--- src/rtl/mem_arbiter_pkg.sv ---
// Shared definitions for the memory arbiter: FSM state encoding and datapath width.
package mem_arbiter_pkg;

  localparam int DATA_W = 8;

  typedef enum logic [1:0] {
    IDLE = 2'b00,
    PIPE = 2'b01,
    DBG  = 2'b10
  } arbState_t;

endpackage

--- src/rtl/mem_arb_pick.sv ---
// Grant decision between pipeline and debug requesters.
// MEMARB_RR_EN selects round-robin on contention; otherwise pipeline priority with a starvation guard.
module mem_arb_pick #(
  parameter int MAX_WAIT = 4
) (
  input  logic clock,
  input  logic reset,
  input  logic pReq,
  input  logic dReq,
  output logic pWin,
  output logic dWin
);

`ifdef MEMARB_RR_EN
  // Starts at "debug" so the pipeline takes the first conflict.
  logic lastDbg;

  always_comb begin
    dWin = dReq && (!pReq || !lastDbg);
    pWin = pReq && !dWin;
  end

  always_ff @(posedge clock) begin
    if (reset) begin
      lastDbg <= 1'b1;
    end else if (pReq || dReq) begin
      lastDbg <= dWin;
    end
  end
`else
  logic [3:0] waitCnt;

  always_comb begin
    dWin = dReq && (!pReq || (waitCnt == 4'(MAX_WAIT)));
    pWin = pReq && !dWin;
  end

  // Counts consecutive lost cycles of a pending debug request.
  always_ff @(posedge clock) begin
    if (reset) begin
      waitCnt <= 4'd0;
    end else if (!dReq || dWin) begin
      waitCnt <= 4'd0;
    end else begin
      waitCnt <= waitCnt + 4'd1;
    end
  end
`endif

endmodule

--- src/rtl/mem_arbiter.sv ---
// Single-port data memory arbiter between the pipeline MEM stage and a debug/loader port.
// Arbitration policy lives in mem_arb_pick (MEMARB_RR_EN selects round-robin).
module mem_arbiter
  import mem_arbiter_pkg::*;
#(
  parameter int MAX_WAIT = 4
) (
  input  logic              clock,
  input  logic              reset,
  input  logic              p_rm,
  input  logic              p_wm,
  input  logic [DATA_W-1:0] p_addr,
  input  logic [DATA_W-1:0] p_wdata,
  output logic              p_stall,
  output logic [DATA_W-1:0] p_rdata,
  output logic              p_rvalid,
  input  logic              d_req,
  input  logic              d_we,
  input  logic [DATA_W-1:0] d_addr,
  input  logic [DATA_W-1:0] d_wdata,
  output logic              d_gnt,
  output logic [DATA_W-1:0] d_rdata,
  output logic              d_rvalid,
  output logic              mem_Rm,
  output logic              mem_Wm,
  output logic [DATA_W-1:0] mem_addr,
  output logic [DATA_W-1:0] mem_wdata,
  input  logic [DATA_W-1:0] mem_rdata
);

  arbState_t state, stateNext;
  logic      pReq, pWin, dWin;

  assign pReq = p_rm | p_wm;

  mem_arb_pick #(.MAX_WAIT(MAX_WAIT)) uPick (
    .clock (clock),
    .reset (reset),
    .pReq  (pReq),
    .dReq  (d_req),
    .pWin  (pWin),
    .dWin  (dWin)
  );

  assign p_stall = !reset && pReq && dWin;
  assign d_gnt   = (state == DBG);

  always_comb begin
    stateNext = IDLE;
    if (dWin) begin
      stateNext = DBG;
    end else if (pWin) begin
      stateNext = PIPE;
    end
  end

  always_ff @(posedge clock) begin
    if (reset) begin
      state     <= IDLE;
      mem_Rm    <= 1'b0;
      mem_Wm    <= 1'b0;
      mem_addr  <= '0;
      mem_wdata <= '0;
      p_rvalid  <= 1'b0;
      d_rvalid  <= 1'b0;
      p_rdata   <= '0;
      d_rdata   <= '0;
    end else begin
      state <= stateNext;

      // Return stage: capture read data for the access issued last cycle.
      p_rvalid <= (state == PIPE) && mem_Rm;
      d_rvalid <= (state == DBG) && mem_Rm;
      if ((state == PIPE) && mem_Rm) p_rdata <= mem_rdata;
      if ((state == DBG) && mem_Rm)  d_rdata <= mem_rdata;

      // Issue stage: latch the winner's access onto the memory port.
      case (stateNext)
        PIPE: begin
          mem_Wm    <= p_wm;
          mem_Rm    <= p_rm && !p_wm;
          mem_addr  <= p_addr;
          mem_wdata <= p_wdata;
        end
        DBG: begin
          mem_Wm    <= d_we;
          mem_Rm    <= !d_we;
          mem_addr  <= d_addr;
          mem_wdata <= d_wdata;
        end
        default: begin
          mem_Wm <= 1'b0;
          mem_Rm <= 1'b0;
        end
      endcase
    end
  end

endmodule

--- config.mk ---
export PLATFORM = sky130hd
export DESIGN_NAME = mem_arbiter
export DESIGN_NICKNAME = d
export VERILOG_FILES = /design/src/rtl/mem_arbiter_pkg.sv /design/src/rtl/mem_arb_pick.sv /design/src/rtl/mem_arbiter.sv
export SDC_FILE = /design/constraint.sdc
export NUM_CORES = 1
export LEC_CHECK = 0
export CAP_MARGIN = 15
export CORE_MARGIN = 2
export CORE_UTILIZATION = 38
export DETAILED_ROUTE_END_ITERATION = 8
export PLACE_DENSITY = 0.76
export SETUP_SLACK_MARGIN = 0.4
export SLEW_MARGIN = 0
export SYNTH_ARGS = -nofsm -noshare
export SYNTH_HDL_FRONTEND = slang
export SYNTH_SLANG_ARGS = --single-unit
export TNS_END_PERCENT = 1
--- constraint.sdc ---
create_clock -name clock -period 1.5 [get_ports clock]
set_input_delay 0.3 -clock clock [delete_from_list [all_inputs] [get_ports clock]]
set_output_delay 0.3 -clock clock [all_outputs]
set_load 0.02 [all_outputs]
# Yosys cells after proc, flatten, opt, wreduce, memory -nomap -nowiden
# Index checks and enable logic that the tools add are counted.
[totals] register_bits=42 latchBits=0 ram_bits=0 romBits=0 wordCells=40 memories=0
[op_classes] n_addsub=1 mul=0 div_mod_pow=0 n_lt_le_gt_ge=0 eq_ne=5 shifts=0 muxes=6 n_bitwise=1 n_reduce_logical=17
[op_table] op="one-hot mux 8 bit (2 select lines)" count=2
[op_table] op="logical AND 1 bit" count=7
[op_table] op="zero test 1 bit" count=6
[op_table] op="adder 4 x 1 -> 4 bit, second input constant" count=1
[op_table] op="== test 2 x 1 -> 1 bit, second input constant" count=2
[op_table] op="== test 2 bit, second input constant" count=2
[op_table] op="== test 4 x 3 -> 1 bit, second input constant" count=1
[op_table] op="one-hot mux 1 bit (2 select lines)" count=2
[op_table] op="logical OR 1 bit" count=2
[op_table] op="2-to-1 mux 2 bit" count=1
[op_table] op="nonzero test 2 bit" count=1
[op_table] op="OR reduction 2 bit" count=1
[op_table] op="2-to-1 mux 1 bit" count=1
[op_table] op="bitwise OR 1 bit" count=1

# Longest topological paths before layout
[depth] word_depth=10 depth_mapped=7 ltp_nobuf=5

# Hierarchy
# From an unflattened synthesis, not the netlist that was laid out.
[hier_totals] cells_unflattened=175 area_unflattened_um2=1839.3
[modules_own_cells] module="mem_arbiter" instances=1 cells_each=154 area_each_um2=1642.8 seq_area_each_um2=760.7
[modules_own_cells] module="mem_arb_pick" instances=1 cells_each=21 area_each_um2=196.4 seq_area_each_um2=80.1

# Worst setup path before layout
# Ideal clock, no wire load.
[synth_path] path_type="register to output" startpoint="register uPick.waitCnt[0]" endpoint="output p_stall" arrival_time_ps=1366 required_ps=1200 setup_slack_ps=-166 stages_incl_launch_ff=6 path_cell_list="dfxtp_1 -> inv_1 -> ha_1 -> nand3b_1 -> buf_1 -> nor3_1"
[synth_between] elab_chain_cells=4
[synth_lines] element="start: declaration" line_no="mem_arb_pick.sv:31" source="logic [3:0] waitCnt;"
[synth_lines] element="start signal: assignment" line_no="mem_arb_pick.sv:45" source="waitCnt <= waitCnt + 4'd1;"
[synth_lines] element="== test 4 x 3 -> 1 bit" line_no="mem_arb_pick.sv:34" source="dWin = dReq && (!pReq || (waitCnt == 4'(MAX_WAIT)));"
[synth_lines] element="logical OR 1 bit" line_no="mem_arb_pick.sv:34"
[synth_lines] element="logical AND 1 bit" line_no="mem_arb_pick.sv:34"
[synth_lines] element="logical AND 1 bit" line_no="mem_arbiter.sv:45" source="assign p_stall = !reset && pReq && dWin;"
[synth_lines] element="end: declaration" line_no="mem_arbiter.sv:14" source="output logic p_stall,"
# No other way between the ends.

# Worst setup path in the final report
# Ends and elaborated chain as after synthesis.

==> qor.txt <==
run status: complete, but fails checks
violated checks: negative setup slack
Core Area: 4790 um2
Max Buffers Root-to-Sink: 2
crit path cell chain: inv_2, ha_4, nand3b_1, nor3_4, buf_6
drt via density: 5.45
DRT Pass-1 Iters: 5
Routed Antenna Nets: 0
Max Slew Vio Count: 0
worst min path class: input pin to register
Ant. Diodes: 0
maximum fanout along the worst path: 2
H-tree levels: 2
largest cells by area after synthesis: dfxtp_1 44%, nand3_1 13%, mux2i_1 8.4%
drt wl/cell: 15.6 um
first-pass GRT wire length: 8870 um
critical path capture point type: output pin
Post-route DRC: 0
CP max stage delay: 330 ps
final period utilization: 1.05
fin area: 3070 um2
DRT iter0 DRCs: 105
skew final: 5.02 ps
Syn Std Cell Area: 1910 um2
slowest CP cell: dfxtp_2
CP Launch Type: register
DIE AREA: 5610 um2
initial antenna violation count: 0
# hold bufs at CTS: 0
Layout area overhead: 60.3%
CP delay by family, top: flip-flops
Port Buf Inserts: 83
unrepaired setup endpoints after global routing: yes
top cells by count, synth: 49 x nand3_1, 42 x dfxtp_1, 22 x nor2_1
vias: 1994
critical path required time: 1200 ps
Worst-Margin Slew: 285 ps
Starting Density: 0.399
clk_lat worst skew: 290 ps
leak pwr: 1.28 nW
Final Power: 2.42 mW
vias in the first global route: 1872
max frequency: 637 MHz
Setup Viol. Count Final: 3
count of cell types in the netlist: 29
DRT Wirelength: 5700 um
Placed Area: 2900 um2
area leader, netlist: dfxtp_1
Syn Area/Cell: 9.10 um2
cts bufs inserted: 5
ys flop type: dfxtp_1
layout net count: 346
CTS root buf: clkbuf_8
Seq cells post-synth: 42
Num Clock Sinks: 42
Final min period: 1570 ps
synthesized net count: 258
number of synthesized flops with an enable pin: 0
Final WS setup: -70.7 ps
Fin Hold WS: 447 ps
VDD IR max: 414 uV
die height: 74.9 um
post-synth top area share: 0.440
max_cap viols: 0
CP Buf/Inv Count: 2
gr usage total: 0.206
Final Hold Viols: 0
critical path class: register to output pin
Clock transition at path regs: 80 ps
P per Cell Area: 790 nW/um2
Max-slew headroom: 0.810
Std-Cell Rows: 25
Warnings, synthesis: 0
register area share after synthesis: 0.440
clock tree from TritonCTS: yes
DP HPWL: 3780 um
ys async rst share: 0
num ports: 84
pin count of the biggest net entering global routing: 38
most common cell in the netlist: nand3_1
GPL Wtd Cong: 0.762
share of layout cells above drive strength 1: 0.344
CP Data Arrival Time: 1270 ps
Synth Instances: 210
die width: 74.9 um
Overflow after GRT: 0
final core utilization: 0.641
==> layout make-up <==
class | instances | area [um2]
clock buffers | 6 | 72.6
clock inverters | 2 | 13.8
fillers | 426 | 1720
inverters | 4 | 15.0
multi-input cells | 142 | 1020
flip-flops and latches | 42 | 870
well taps | 67 | 83.8
repair buffers | 103 | 995
==> state kept, by name (all words and copies together), names as in the netlist <==
name / cells
mem_addr: 8
p_rvalid: 1
state: 2
mem_Rm: 1
p_rdata: 8
mem_wdata: 8
mem_Wm: 1
d_rvalid: 1
d_rdata: 8
uPick.waitCnt: 4
==> final timing paths <==
check / from / cells past startpoint / end / slack (ps)
max: uPick.waitCnt[0]$_SDFF_PP0_ / 5 / p_stall / -70
min: p_rm / 3 / mem_Rm$_SDFF_PP0_ / 450
max reg2reg: uPick.waitCnt[0]$_SDFF_PP0_ / 7 / mem_Rm$_SDFF_PP0_ / -20
min reg2reg: p_rdata[3]$_SDFFE_PP0P_ / 2 / p_rdata[3]$_SDFFE_PP0P_ / 490
==> per-layer routing <==
layer	share of wire	track usage
met3	0.055	0.0442
met1	0.41	0.260
met4	0.0095	0.0635
met5	0	0
met2	0.52	0.352
==> stage by stage <==
step / setup WS (ps) / setup TNS (ps) / std cells
2_1_floorplan: 148 / 0 / 210
3_3_place_gp: -474 / -7070 / 357
3_5_place_dp: -489 / -7420 / 357
4_1_cts: -84.6 / -84.6 / 366
5_1_grt: -126 / -579 / 366
6_report: -70.7 / -99.3 / 366
==> logic make-up after synthesis <==
family | synth area share
buffers and inverters | 0.0713
DFF | 0.440
muxes | 0.0838
and+or+nand+nor | 0.217
adders and majority gates | 0.0131
AOI/OAI and AO/OA | 0.166
xor gates and xnor gates | 0.00916
==> tightest hold or removal path, stage by stage <==
cell	delay (ps)
dlymetal6s2s_1	170
or3b_1	180
a21oi_1	50
==> what timing repair did <==
action,in CTS,in global routing
pin swaps,40,3
buffers inserted,1,0
cloned,0,0
setup endpoints to repair,62,78
gates resized for setup,196,50
==> placed cells by master, fill, tap and decap left out, types with 2 or more instances in the layout <==
cell | netlist | final
dfxtp_2 | 0 | 23
buf_12 | 0 | 5
clkdlybuf4s50_1 | 0 | 42
inv_2 | 1 | 3
dlygate4sd2_1 | 0 | 2
a32oi_2 | 0 | 4
a21oi_1 | 3 | 2
nand3_1 | 49 | 49
a41oi_1 | 16 | 15
buf_4 | 1 | 39
buf_6 | 3 | 13
dfxtp_1 | 42 | 19
a32oi_1 | 16 | 12
nor2_1 | 22 | 22
clkbuf_8 | 0 | 5
nand3b_1 | 4 | 4
mux2i_1 | 16 | 16
==> power by group <==
part	internal, mW	total (mW)	switching (mW)
registers	1.17	1.19	0.0276
logic	0.265	0.498	0.233
clock network	0.329	0.729	0.400
total	1.76	2.42	0.661
No activity file was read; power rests on OpenSTA's default activity.
